<file path="config.mk">
export PLATFORM = sky130hd
export DESIGN_NAME = logic_unit_arbiter
export DESIGN_NICKNAME = d
export VERILOG_FILES = /design/src/rtl/logic_unit_arbiter_pkg.sv /design/src/rtl/logic_unit_arbiter_bitlogic16.sv /design/src/rtl/logic_unit_arbiter.sv
export SDC_FILE = /design/constraint.sdc
export NUM_CORES = 1
export LEC_CHECK = 0
export CAP_MARGIN = 20
export CORE_MARGIN = 2
export CORE_UTILIZATION = 25
export CTS_CLUSTER_DIAMETER = 40
export DETAILED_ROUTE_END_ITERATION = 6
export SYNTH_ARGS = -nofsm -noshare
export SYNTH_HDL_FRONTEND = slang
export SYNTH_SLANG_ARGS = --single-unit
</file>
<file path="constraint.sdc">
create_clock -name clk -period 4.6 [get_ports clk]
set_clock_uncertainty 0.05 [all_clocks]
set_input_delay 0.46 -clock clk [delete_from_list [all_inputs] [get_ports clk]]
set_output_delay 0.46 -clock clk [all_outputs]
set_load 0.02 [all_outputs]
</file>
<file path="src/rtl/logic_unit_arbiter_pkg.sv">
// Shared constants for the logic-unit arbiter:
// opcodes of the bitwise unit and arbiter FSM states.
package logic_unit_arbiter_pkg;

  localparam logic [1:0] OP_AND = 2'b00;
  localparam logic [1:0] OP_OR  = 2'b01;
  localparam logic [1:0] OP_XOR = 2'b10;
  localparam logic [1:0] OP_NOT = 2'b11;

  localparam logic [0:0] ST_IDLE = 1'b0;
  localparam logic [0:0] ST_RESP = 1'b1;

endpackage

</file>
<file path="src/rtl/logic_unit_arbiter_bitlogic16.sv">
// Combinational bitwise unit: AND / OR / XOR / NOT A.
// B is ignored for NOT.
module bitlogic16
  import logic_unit_arbiter_pkg::*;
#(
  parameter int WIDTH = 16
) (
  input  logic [1:0]       op,
  input  logic [WIDTH-1:0] a,
  input  logic [WIDTH-1:0] b,
  output logic [WIDTH-1:0] x
);

  always_comb begin
    x = '0;
    unique case (1'b1)
      (op == OP_AND): x = a & b;
      (op == OP_OR):  x = a | b;
      (op == OP_XOR): x = a ^ b;
      (op == OP_NOT): x = ~a;
    endcase
  end

endmodule

</file>
<file path="src/rtl/logic_unit_arbiter.sv">
// Round-robin arbiter sharing one bitwise logic unit
// between NREQ requesters, with a registered tagged result.
module logic_unit_arbiter
  import logic_unit_arbiter_pkg::*;
#(
  parameter int NREQ  = 4,
  parameter int WIDTH = 16
) (
  input  logic                     clk,
  input  logic                     rst_n,
  input  logic [NREQ-1:0]          req_valid,
  output logic [NREQ-1:0]          req_ready,
  input  logic [2*NREQ-1:0]        req_op,
  input  logic [WIDTH*NREQ-1:0]    req_a,
  input  logic [WIDTH*NREQ-1:0]    req_b,
  output logic                     resp_valid,
  input  logic                     resp_ready,
  output logic [WIDTH-1:0]         resp_data,
  output logic [$clog2(NREQ)-1:0]  resp_id,
  output logic                     resp_zero
);

  localparam int IDW = $clog2(NREQ);

  logic [0:0]       state_q, state_d;
  logic [IDW-1:0]   ptr_q, ptr_d;
  logic [WIDTH-1:0] data_q, data_d;
  logic [IDW-1:0]   id_q, id_d;
  logic             zero_q, zero_d;

  logic             found;
  logic [IDW-1:0]   g;
  logic [IDW:0]     sum;
  logic             can_accept;
  logic             accept;
  logic [1:0]       op_g;
  logic [WIDTH-1:0] a_g, b_g, x;

  // Rotating priority search starting at ptr
  always_comb begin
    found = 1'b0;
    g     = '0;
    sum   = '0;
    for (int k = 0; k < NREQ; k++) begin
      sum = {1'b0, ptr_q} + (IDW+1)'(k);
      if (sum >= (IDW+1)'(NREQ))
        sum = sum - (IDW+1)'(NREQ);
      if (!found && req_valid[sum[IDW-1:0]]) begin
        found = 1'b1;
        g     = sum[IDW-1:0];
      end
    end
  end

  assign can_accept = (state_q == ST_IDLE) |
                      ((state_q == ST_RESP) & resp_ready);
  assign accept     = rst_n & can_accept & found;
  assign req_ready  = accept ? (NREQ'(1) << g) : '0;

  assign op_g = req_op[2*int'(g) +: 2];
  assign a_g  = req_a[WIDTH*int'(g) +: WIDTH];
  assign b_g  = req_b[WIDTH*int'(g) +: WIDTH];

  bitlogic16 #(
    .WIDTH (WIDTH)
  ) u_bitlogic (
    .op (op_g),
    .a  (a_g),
    .b  (b_g),
    .x  (x)
  );

  always_comb begin
    state_d = state_q;
    ptr_d   = ptr_q;
    data_d  = data_q;
    id_d    = id_q;
    zero_d  = zero_q;
    if (accept) begin
      state_d = ST_RESP;
      data_d  = x;
      id_d    = g;
      zero_d  = (x == '0);
      ptr_d   = (g == IDW'(NREQ-1)) ? '0 : g + 1'b1;
    end else if (state_q == ST_RESP && resp_ready) begin
      state_d = ST_IDLE;
    end
  end

  always_ff @(posedge clk) begin
    if (!rst_n) begin
      state_q <= ST_IDLE;
      ptr_q   <= '0;
      data_q  <= '0;
      id_q    <= '0;
      zero_q  <= 1'b0;
    end else begin
      state_q <= state_d;
      ptr_q   <= ptr_d;
      data_q  <= data_d;
      id_q    <= id_d;
      zero_q  <= zero_d;
    end
  end

  assign resp_valid = (state_q == ST_RESP);
  assign resp_data  = data_q;
  assign resp_id    = id_q;
  assign resp_zero  = zero_q;

endmodule
</file>
### Word level (Yosys, flattened, before mapping)

Index checks and enable logic that the tools add are counted.

| storage, ports and cells | value |
|---|---|
| input bits | 143 |
| logic and storage cells | 73 |
| output and inout port bits | 24 |
| register bits | 22 |

| operators by class | value |
|---|---|
| equal/unequal tests | 4 |
| shift operators | 4 |
| $lt $le $gt $ge | 8 |
| mux-type cells | 25 |
| add/subtract/negate cells | 8 |
| bitwise gates (word level) | 9 |
| reduce and logical (&&, ||, !) cells | 10 |

Operators by type and width:

| cell | number |
|---|---|
| variable part select 64 x 7 -> 16 bit | 2 |
| case mux 16 bit (4 select lines) | 1 |
| two-way mux 2 bit | 9 |
| bitwise AND 16 bit | 1 |
| zero test 16 bit | 1 |
| inverter 16 bit | 1 |
| OR 16 bit | 1 |
| XOR 16 bit | 1 |
| less-than comparator 2 x 3 -> 1 bit (second input constant) | 4 |
| two-way mux 1 bit | 10 |
| greater-or-equal comparator 3 bit (second input constant) | 3 |
| binary-select mux 1 bit (select 2 bit) | 4 |
| variable part select 8 x 4 -> 2 bit | 1 |
| subtractor 2 x 1 -> 2 bit (second input constant) | 4 |
| adder 2 x 2 -> 3 bit (second input constant) | 2 |
| equality test 2 bit (second input constant) | 3 |
| logical AND 1 bit | 4 |
| two-way mux 4 bit | 1 |
| << shifter 1 x 2 -> 4 bit (first input constant) | 1 |
| adder 2 x 1 -> 3 bit (second input constant) | 1 |
| bitwise AND 1 bit | 3 |
| greater-or-equal comparator 2 x 3 -> 1 bit (second input constant) | 1 |
| zero test 1 bit | 3 |
| adder 2 x 1 -> 2 bit (second input constant) | 1 |
| other kinds (5) | 5 |

### Logic depth before layout (Yosys ltp)

Gate-level depths: netlist of the first run.

| logic depth | value |
|---|---|
| word-level depth | 18 |
| mapped depth | 18 |
| mapped depth without buffers | 14 |

### Modules after synthesis

A second synthesis of the first run with hierarchy kept.

| unflattened totals | value |
|---|---|
| cells, all modules | 328 |
| area, all modules | 3083.0 µm² |

Modules (own cells, without submodules):

| module | instances | cells each | sequential area each (µm²) | area an instance (µm²) |
|---|---|---|---|---|
| logic_unit_arbiter | 1 | 228 | 440.4 | 2063.2 |
| bitlogic16 | 1 | 100 | 0.0 | 1019.7 |

### Worst setup path after synthesis of the first run

OpenSTA, ideal clock, no wires.

| path | value |
|---|---|
| path kind | input to register |
| start | input port req_valid[2] |
| end | register zero_q, in the netlist resp_zero |
| setup time | 0.096 ns |
| required time | 4.454 ns |
| data arrival time | 3.451 ns |
| stages on the path | 15 |
| buffers on the path | 3 |
| path slack | 1.003 ns |
| path through | nor2b_1 o21ai_1 o221ai_4 inv_4 buf_6 buf_2 buf_2 mux2i_1 inv_1 ha_1 a21o_1 o211a_1 a2111oi_0 nand4_1 o41ai_2 |

| between the ends | value |
|---|---|
| cells in the longest elaborated chain, start to end | 16 |
| elaborated cells on any way between the ends | 36 |
| classes of those cells | eq/ne (3); shift (3); mux (17); bitwise (5); reduce/logical (8) |

Ends and longest elaborated chain:

| item | RTL line | source |
|---|---|---|
| start, declared | logic_unit_arbiter.sv:11 | `input logic [NREQ-1:0] req_valid,` |
| binary-select mux 1 bit (select 2 bit) | logic_unit_arbiter.sv:48 | `if (!found && req_valid[sum[IDW-1:0]]) begin` |
| two-way mux 1 bit (implied by the code) | logic_unit_arbiter.sv:48 |  |
| two-way mux 1 bit | logic_unit_arbiter.sv:48 |  |
| zero test 1 bit | logic_unit_arbiter.sv:48 |  |
| logical AND 1 bit | logic_unit_arbiter.sv:48 |  |
| two-way mux 1 bit | logic_unit_arbiter.sv:48 |  |
| zero test 1 bit | logic_unit_arbiter.sv:48 |  |
| logical AND 1 bit | logic_unit_arbiter.sv:48 |  |
| two-way mux 1 bit | logic_unit_arbiter.sv:48 |  |
| zero test 1 bit | logic_unit_arbiter.sv:48 |  |
| logical AND 1 bit | logic_unit_arbiter.sv:48 |  |
| two-way mux 2 bit * | logic_unit_arbiter.sv:48 |  |
| named net g[0] | logic_unit_arbiter.sv:32 | `logic [IDW-1:0] g;` |
| variable part select 64 x 7 -> 16 bit, or another cell as far along | logic_unit_arbiter.sv:61 | `assign a_g = req_a[WIDTH*int'(g) +: WIDTH];` |
| XOR 16 bit, or another cell as far along | logic_unit_arbiter_bitlogic16.sv:19 | `(op == OP_XOR): x = a ^ b;` |
| case mux 16 bit (4 select lines) * | logic_unit_arbiter_bitlogic16.sv:16 | `unique case (1'b1)` |
| zero test 16 bit * | logic_unit_arbiter.sv:83 | `zero_d = (x == '0);` |
| end signal, assigned | logic_unit_arbiter.sv:102 | `zero_q <= zero_d;` |
| end, declared | logic_unit_arbiter.sv:29 | `logic zero_q, zero_d;` |

The timed path passes the listed nets; every way through them passes the cells marked *. The select of a mux whose other input is x is not followed.
A chain may end at the register's enable or synchronous reset.

### Final worst setup path of the first run

| path | value |
|---|---|
| start | input port req_valid[3] |
| end | register zero_q, in the netlist resp_zero |

| between the ends | value |
|---|---|
| cells in the longest elaborated chain, start to end | 16 |
| elaborated cells on any way between the ends | 36 |
| classes of those cells | eq/ne (3); shift (3); mux (17); bitwise (5); reduce/logical (8) |

Ends and longest elaborated chain:

| item | RTL line |
|---|---|
| binary-select mux 1 bit (select 2 bit) | logic_unit_arbiter.sv:48 |
| two-way mux 1 bit (implied by the code) | logic_unit_arbiter.sv:48 |
| two-way mux 1 bit | logic_unit_arbiter.sv:48 |
| zero test 1 bit | logic_unit_arbiter.sv:48 |
| logical AND 1 bit | logic_unit_arbiter.sv:48 |
| two-way mux 1 bit | logic_unit_arbiter.sv:48 |
| zero test 1 bit | logic_unit_arbiter.sv:48 |
| logical AND 1 bit | logic_unit_arbiter.sv:48 |
| two-way mux 1 bit | logic_unit_arbiter.sv:48 |
| zero test 1 bit | logic_unit_arbiter.sv:48 |
| logical AND 1 bit | logic_unit_arbiter.sv:48 |
| two-way mux 2 bit | logic_unit_arbiter.sv:48 |
| variable part select 64 x 7 -> 16 bit, or another cell as far along | logic_unit_arbiter.sv:61 |
| XOR 16 bit, or another cell as far along | logic_unit_arbiter_bitlogic16.sv:19 |
| case mux 16 bit (4 select lines) | logic_unit_arbiter_bitlogic16.sv:16 |
| zero test 16 bit | logic_unit_arbiter.sv:83 |

Several ways; a longest one is shown, not always the timed one. The select of a mux whose other input is x is not followed.

==> results.tsv, run 1 <==
metric	value	unit
Register Area	440	sq um
CTS Hold Bufs	0	
type of origin of the critical path	input pin	
multi-input logic area	2600	sq um
Critical Path Sink	resp_zero$_SDFFE_PN0P_	
Synth Area per Inst	8.19	sq um
die span in x	120	um
TritonRoute pass-1 iters	4	
Yosys top cell area share	0.238	
antenna violations before repair	0	
Seq/Total Area, Yosys	0.131	
Die Y	120	um
max cap viols	0	
fin crit period	3.90	ns
Synth warnings	0	
Final #Nets	739	
Max Freq	256	MHz
Post-CTS Setup Bufs	0	
critical path arrival	4.01	ns
Slew HR	0.447	
1st-iter DRT viols	173	
dpl cell area	5150	sq um
# DRC	0	
post-cts gate resize count	0	
most area-consuming cells after synthesis	mux2i_1, ha_1, dfxtp_1	
TritonCTS clock tree	done	
Reg-to-Reg Start	ptr_q[1]$_SDFFE_PN0P_	
final hold viol count	0	
Worst Tran Pin Value	0.828	ns
share of layout cells above drive strength 1	0.0841	
fraction of registers with async set/reset	0	
Post-synth top flop	dfxtp_1	
reg2reg setup slack	1.07	ns
worst vdd ir	139	uV
Crit Path Class	in -> reg	
global-route wire length before repair	18100	um
crit share post-route	0.848	
crit path from	req_valid[3]	
cell taking the most area after synthesis	mux2i_1	
worst r2r dst	resp_zero$_SDFFE_PN0P_	
Filler cells	1317	
htree depth	1	
Worst Setup End Kind	flop	
WL final	11100	um
max-slew violation count	0	
PnR Total Power	2.02	mW
worst skew pair latency	0.25	ns
Placer Congestion	0.842	
final cell area excluding filler cells	5250	sq um
Vias/cell	4.74	
R2R cell count	13	
Layout area overhead	56.4	%
Power Dens Cells	384	nW/um^2
gr usage total	0.152	
ant diodes	0	
Rows	42	
RSZ-0062 raised after global routing	false	
post-route ant nets	0	
syn_nets	589	
clock transition at the registers of the reported paths	0.06	ns
clk buf depth	2	
CTS Buf Count	3	
CORE AREA	13200	sq um
vias in the first global route	3584	
hpwl dp	8830	um
#FFs+latches synth	22	
hold crit path type	reg -> reg	
Vias	3483	
Synth Instances	410	
Num Clock Sinks	22	
total negative slack	0	ns
critical path required time	4.71	ns
full die area	14400	sq um
EDFF count, synth	0	
GRT overflow	0	
WL per Instance	15.1	um
synthesized area	3360	sq um
initial cell density of the core	0.255	
final setup vio count	0	
CP max FO	38	
root buf cell	clkbuf_16	
largest net degree at the start of global routing	43	
Yosys cell types	46	
number of I/O port buffers	166	
io pins	167	
status	finished, final reports clean	
Lkg Pwr	2.35	nW
[worst min path at each step]
| stage | start | endpoint | cells past startpoint |
|---|---|---|---|
| floorplan | ptr_q[1]$_SDFFE_PN0P_ | ptr_q[1]$_SDFFE_PN0P_ | 2 |
| global placement | resp_data[13]$_SDFFE_PN0P_ | resp_data[13]$_SDFFE_PN0P_ | 2 |
| detailed placement | resp_data[8]$_SDFFE_PN0P_ | resp_data[8]$_SDFFE_PN0P_ | 2 |
| CTS | resp_data[12]$_SDFFE_PN0P_ | resp_data[12]$_SDFFE_PN0P_ | 2 |
| global route | resp_data[9]$_SDFFE_PN0P_ | resp_data[9]$_SDFFE_PN0P_ | 2 |
| finish | resp_data[9]$_SDFFE_PN0P_ | resp_data[9]$_SDFFE_PN0P_ | 2 |
[cell type report]
type	count	area share
multi-input cells	320	0.496
repair buffers	173	0.329
flip-flops and latches	22	0.0838
well taps	176	0.0419
inverters	40	0.0300
clock buffers	3	0.0143
clock inverters	1	0.00572
[state kept, by name, indices dropped and copies added, names as in the netlist]
signal and count:
ptr_q 2, resp_id 2, resp_zero 1, resp_valid 1
resp_data 16
[kinds of logic after synthesis]
family	after synthesis	share of synthesized area
mux	96	0.297
fa+ha+maj	36	0.134
flops	22	0.131
buf+inv	68	0.0939
compound gates	107	0.224
simple gates	81	0.120
[worst max-delay path: stages]
cell             delay, ns
clkdlybuf4s50_1       0.59
nor2b_1               0.08
o21ai_1               0.26
o221ai_4              0.17
inv_4                 0.44
mux2i_2               0.75
buf_4                 0.29
a21oi_1               0.07
a2111oi_0             0.45
nand4_1               0.21
o41ai_2               0.22
[layout by cell type, fill, tap and decap left out, drive strengths merged, types with 2 or more instances in the layout]
| cell type | netlist | routed |
|---|---|---|
| nor2b | 4 | 4 |
| mux2 | 14 | 14 |
| a21o | 15 | 15 |
| nor2 | 25 | 25 |
| clkdlybuf4s50 | 0 | 166 |
| a31o | 7 | 7 |
| a2111oi | 6 | 6 |
| mux2i | 82 | 82 |
| clkbuf | 13 | 3 |
| inv | 40 | 40 |
| nand2 | 20 | 20 |
| buf | 15 | 7 |
| o211ai | 2 | 2 |
| nand4 | 2 | 2 |
| or3 | 7 | 7 |
| ha | 36 | 36 |
| nand3 | 17 | 17 |
| o211a | 14 | 14 |
| a21oi | 17 | 17 |
| o21ai | 38 | 38 |
| and3 | 2 | 2 |
| dfxtp | 22 | 22 |
[cells in the mapped netlist, drive strengths merged, types with 2 or more instances]
| library cell | instances |
|---|---|
| clkbuf | 13 |
| a2111oi | 6 |
| a21oi | 17 |
| o211ai | 2 |
| o21ai | 38 |
| nand4 | 2 |
| a21o | 15 |
| nand2 | 20 |
| a31o | 7 |
| buf | 15 |
| o211a | 14 |
| nor2 | 25 |
| ha | 36 |
| dfxtp | 22 |
| nand3 | 17 |
| and3 | 2 |
| mux2i | 82 |
| mux2 | 14 |
| inv | 40 |
| or3 | 7 |
| nor2b | 4 |
[metal layers]
metal,track usage,part of all wire,up-vias
met2,0.251,0.44,116
li1,-,-,1776
met5,0,0,-
met3,0.0461,0.086,2
met1,0.202,0.48,1589
met4,0.0132,0.0022,0
[where the power goes]
group | internal [mW] | switching, mW | total [mW]
logic | 0.693 | 0.787 | 1.48
registers | 0.254 | 0.0407 | 0.295
clock network | 0.173 | 0.0682 | 0.241
total | 1.12 | 0.896 | 2.02
[stage by stage]
stage | setup WS [ns] | cells | util | hold slack, ns
finish | 0.699 | 735 | 0.398 | 0.434
global placement | 0.540 | 731 | 0.390 | 0.411
CTS | 0.637 | 735 | 0.398 | 0.434
global route | 0.365 | 735 | 0.398 | 0.456
floorplan | 1.00 | 410 | - | 0.485
detailed placement | 0.388 | 731 | 0.390 | 0.423
(Power assumes the default switching activity.)
==> run 2: changes to the inputs <==
- clock period: 4.6 -> 4 ns (I/O delays scaled with it)
==> results.tsv, run 2 (synthesis gave the netlist of run 1 again) <==
metric	value	unit
htree depth	1	
CTS Buf Count	3	
dpl cell area	5240	sq um
final hold slack	0.428	ns
CP max FO	22	
antenna violations before repair	0	
Lkg Pwr	2.40	nW
final hold viol count	0	
gr usage total	0.157	
Post-CTS Setup Bufs	0	
reg2reg setup slack	0.48	ns
share of layout cells above drive strength 1	0.102	
GRT overflow	0	
Power Internal	1.28	mW
Crit Path Class	in -> reg	
Num Clock Sinks	22	
die span in x	120	um
Hold Path Depth	2	
# DRC	0	
Vias/cell	4.85	
Hold Path Origin	resp_data[13]$_SDFFE_PN0P_	
initial cell density of the core	0.255	
root buf cell	clkbuf_16	
io pins	167	
full die area	14400	sq um
max FFs per register	16	
Power Dens Cells	440	nW/um^2
multi-input logic area	2610	sq um
critical path, cell by cell	clkdlybuf4s50_1 -> nor2b_1 -> o21ai_1 -> o221ai_4 -> inv_4 -> buf_4 -> and3_1 -> or3_1 -> a21oi_1 -> a2111oi_0 -> nand4b_1 -> o41ai_2	
worst skew pair latency	0.25	ns
R2R cell count	13	
crit share post-route	0.924	
clock transition at the registers of the reported paths	0.06	ns
RSZ-0062 raised after global routing	false	
Worst Setup End Kind	flop	
Worst Tran Pin Value	0.775	ns
Die Y	120	um
Placer Congestion	0.829	
power share of the sequential group	0.143	
final cell area excluding filler cells	5330	sq um
ant diodes	0	
max cap viols	0	
worst r2r dst	resp_zero$_SDFFE_PN0P_	
GR peak layer	met2	
WHS Endpoint	resp_data[13]$_SDFFE_PN0P_	
1st-iter DRT viols	167	
commonest non-fill, non-tap cell in the layout	clkdlybuf4s50_1	
final setup vio count	0	
CORE AREA	13200	sq um
Rows	42	
global-route wire length before repair	18400	um
Post-Place Setup Slack	0.0313	ns
Vias	3616	
combinational fraction of design power	0.757	
number of I/O port buffers	166	
Reg-to-Reg Start	ptr_q[1]$_SDFFE_PN0P_	
hold crit path type	reg -> reg	
post-cts gate resize count	0	
max-slew violation count	0	
Final #Nets	750	
critical path arrival	3.81	ns
fin crit period	3.70	ns
Core Util, Final	0.404	
slowest cell on the critical path	and3_1	
Final WS setup	0.305	ns
sw frac	0.456	
M1 GR Usage	0.204	
clk buf depth	2	
Slew HR	0.483	
CTS Hold Bufs	0	
TritonRoute pass-1 iters	4	
Layout area overhead	58.8	%
WL per Instance	15.8	um
most frequent cells in the layout	clkdlybuf4s50_1, mux2i_1, inv_1	
Filler cells	1313	
Register Area	440	sq um
post-route ant nets	0	
largest net degree at the start of global routing	41	
type of origin of the critical path	input pin	
worst vdd ir	178	uV
met2 global-route usage	0.267	
met3 global-route usage	0.0413	
TritonCTS clock tree	done	
status	finished, final reports clean	
Max Freq	271	MHz
vias in the first global route	3626	
total negative slack	0	ns
slowest stage delay, CP	0.65	ns
WL final	11800	um
hpwl dp	9390	um
critical path required time	4.12	ns
switching power	1.07	mW
clock share of power	0.100	
==> run 2: changes by cell type in the layout (fill, tap and decap cells not counted) <==
cell	before	now
a2111oi_0	6	5
a2111oi_1	0	1
bufinv_16	1	0
clkbuf_8	0	1
buf_12	1	2
buf_4	6	16
==> run 2: metrics by stage <==
stage / power, mW / std cells
floorplan: 1.49 / 410
global placement: 2.08 / 742
detailed placement: 2.12 / 742
CTS: 2.36 / 746
global route: 2.56 / 746
finish: 2.35 / 746
==> run 2: worst max path at each step <==
stage                     slack, ns          from                     end  cells after the start
final                          0.30  req_valid[3]  resp_zero$_SDFFE_PN0P_                     12
after floorplan                0.46  req_valid[2]  resp_zero$_SDFFE_PN0P_                     15
after global placement         0.09  req_valid[1]  resp_zero$_SDFFE_PN0P_                     13
after CTS                      0.28  req_valid[3]  resp_zero$_SDFFE_PN0P_                     12
after detailed placement       0.03  req_valid[3]  resp_zero$_SDFFE_PN0P_                     12
after global routing           0.02  req_valid[3]  resp_zero$_SDFFE_PN0P_                     12
==> run 2: critical path, delay by kind of cell <==
kind	cells	cell delay (ns)
AND/OR/NAND/NOR	4	1.13
AO/OA/AOI/OAI	5	1.27
buffers and inverters	3	0.99
==> run 2: routing by layer <==
layer  share of wire  up-vias  routed length [um]
met5               0        -                   0
met4          0.0069        0                  81
met3           0.086        6                1010
met2            0.45      143                5270
met1            0.46     1676                5390
li1                -     1791                   -
==> run 2: area by class of cell <==
type | count | area share
well taps | 176 | 0.0413
repair buffers | 184 | 0.342
flip-flops and latches | 22 | 0.0826
multi-input cells | 320 | 0.488
inverters | 40 | 0.0296
clock buffers | 4 | 0.0167
==> run 2: power by group through the flow <==
stage | registers [mW] | logic (mW) | clock network (mW)
2_1_floorplan | 0.417 | 1.08 | 0
3_3_place_gp | 0.338 | 1.74 | 0
3_5_place_dp | 0.339 | 1.78 | 0
4_1_cts | 0.337 | 1.79 | 0.237
5_1_grt | 0.349 | 1.96 | 0.249
6_report | 0.336 | 1.78 | 0.234
==> run 3: changes to the inputs <==
- CELL_PAD_IN_SITES_DETAIL_PLACEMENT: default -> 1
- CELL_PAD_IN_SITES_GLOBAL_PLACEMENT: default -> 2
- CORE_UTILIZATION: 25 -> 22
- PLACE_DENSITY_LB_ADDON: default -> 0.1
==> results.tsv, run 3 (synthesis gave the netlist of run 1 again) <==
metric	value	unit
total negative slack	0	ns
fin crit period	3.67	ns
CP max FO	26	
die span in x	128	um
most frequent cells in the layout	clkdlybuf4s50_1, mux2i_1, inv_1	
hpwl dp	10700	um
crit share post-route	0.918	
combinational fraction of design power	0.763	
Post-CTS Setup Bufs	0	
Final #Nets	753	
full die area	16300	sq um
post-cts gate resize count	0	
max cap viols	0	
RSZ-0062 raised after global routing	false	
vias in the first global route	3961	
Power Internal	1.31	mW
max FFs per register	16	
hold crit path type	reg -> reg	
# DRC	0	
worst vdd ir	178	uV
Lkg Pwr	2.42	nW
Placer Congestion	0.765	
Slew HR	0.609	
gr usage total	0.156	
Vias	3618	
critical path arrival	3.78	ns
root buf cell	clkbuf_16	
clock share of power	0.097	
htree depth	1	
Die Y	128	um
CTS Buf Count	3	
max-slew violation count	0	
type of origin of the critical path	input pin	
commonest non-fill, non-tap cell in the layout	clkdlybuf4s50_1	
WL final	13000	um
post-route ant nets	0	
clock transition at the registers of the reported paths	0.06	ns
status	finished, final reports clean	
dpl cell area	5280	sq um
clk buf depth	2	
CTS Hold Bufs	0	
io pins	167	
sw frac	0.461	
Num Clock Sinks	22	
global-route wire length before repair	20600	um
Rows	45	
final hold viol count	0	
Power Dens Cells	451	nW/um^2
Core Util, Final	0.359	
Layout area overhead	60.5	%
TritonRoute pass-1 iters	4	
1st-iter DRT viols	136	
Worst Setup End Kind	flop	
Filler cells	1760	
antenna violations before repair	0	
ant diodes	0	
WL per Instance	17.1	um
GRT overflow	0	
Layout Cells excl Fill	761	
Vias/cell	4.75	
final setup vio count	0	
number of I/O port buffers	166	
number of cells in the design after placement	757	
worst skew pair latency	0.25	ns
CORE AREA	15000	sq um
initial cell density of the core	0.223	
TritonCTS clock tree	done	
Max Freq	272	MHz
share of layout cells above drive strength 1	0.108	
largest net degree at the start of global routing	43	
power share of the sequential group	0.140	
switching power	1.12	mW
critical path required time	4.11	ns
Worst Tran Pin Value	0.584	ns
final cell area excluding filler cells	5390	sq um
Crit Path Class	in -> reg	
[run 3: cell count changes in the layout (fill, tap and decap cells not counted)]
cell and delta:
a2111oi_0 -4, inv_6 -1, buf_4 +3, a2111oi_1 +3, inv_8 +1, a2111oi_2 +1, mux2i_4 +1, mux2i_2 -1
[run 3: final cells by class]
| class | instances | area [sq um] | share of cell area |
|---|---|---|---|
| Inverter | 40 | 160 | 0.0297 |
| Multi-Input combinational cell | 320 | 2620 | 0.487 |
| Timing Repair Buffer | 187 | 1840 | 0.342 |
| Tap cell | 188 | 235 | 0.0436 |
| Clock buffer | 4 | 88.8 | 0.0165 |
| Sequential cell | 22 | 440 | 0.0817 |
[run 3: power groups by stage]
| stage | clock network, mW | logic, mW | registers [mW] |
|---|---|---|---|
| detailed placement | 0 | 1.85 | 0.346 |
| CTS | 0.241 | 1.86 | 0.343 |
| finish | 0.235 | 1.85 | 0.340 |
| global route | 0.254 | 2.05 | 0.352 |
| floorplan | 0 | 1.08 | 0.417 |
| global placement | 0 | 1.82 | 0.344 |
[run 3: worst paths after layout]
path | startpoint | end | slack (ns) | depth (start not counted)
setup reg to reg | ptr_q[1]$_SDFFE_PN0P_ | resp_zero$_SDFFE_PN0P_ | 0.52 | 12
hold reg to reg | resp_data[13]$_SDFFE_PN0P_ | resp_data[13]$_SDFFE_PN0P_ | 0.43 | 2
hold / removal | resp_data[13]$_SDFFE_PN0P_ | resp_data[13]$_SDFFE_PN0P_ | 0.43 | 2
setup / recovery | req_valid[2] | resp_zero$_SDFFE_PN0P_ | 0.33 | 15
[run 3: metal layers]
| metal | global-route usage | vias to the layer above | wire [um] |
|---|---|---|---|
| li1 | - | 1795 | - |
| met1 | 0.201 | 1728 | 5840 |
| met2 | 0.289 | 91 | 6460 |
| met3 | 0.0218 | 4 | 607 |
| met4 | 0.0110 | 0 | 72 |
| met5 | 0 | - | 0 |
[run 3: worst max-delay path, cell delays in order]
cell             delay, ns
clkdlybuf4s50_1       0.50
nor2b_1               0.26
a211o_2               0.19
nand2_4               0.09
inv_8                 0.22
buf_4                 0.25
mux2i_1               0.23
nand2_1               0.07
nand2_1               0.11
ha_1                  0.23
a21o_1                0.15
o211a_1               0.13
a2111oi_1             0.46
nand4b_1              0.18
o41ai_2               0.29
[run 3: metrics by stage]
stage	hold WS [ns]	total power, mW	setup slack, ns
global placement	0.416	2.16	-0.0529
global route	0.461	2.66	0.0223
CTS	0.437	2.44	0.0898
detailed placement	0.426	2.19	-0.183
finish	0.434	2.43	0.330
floorplan	0.485	1.49	0.463
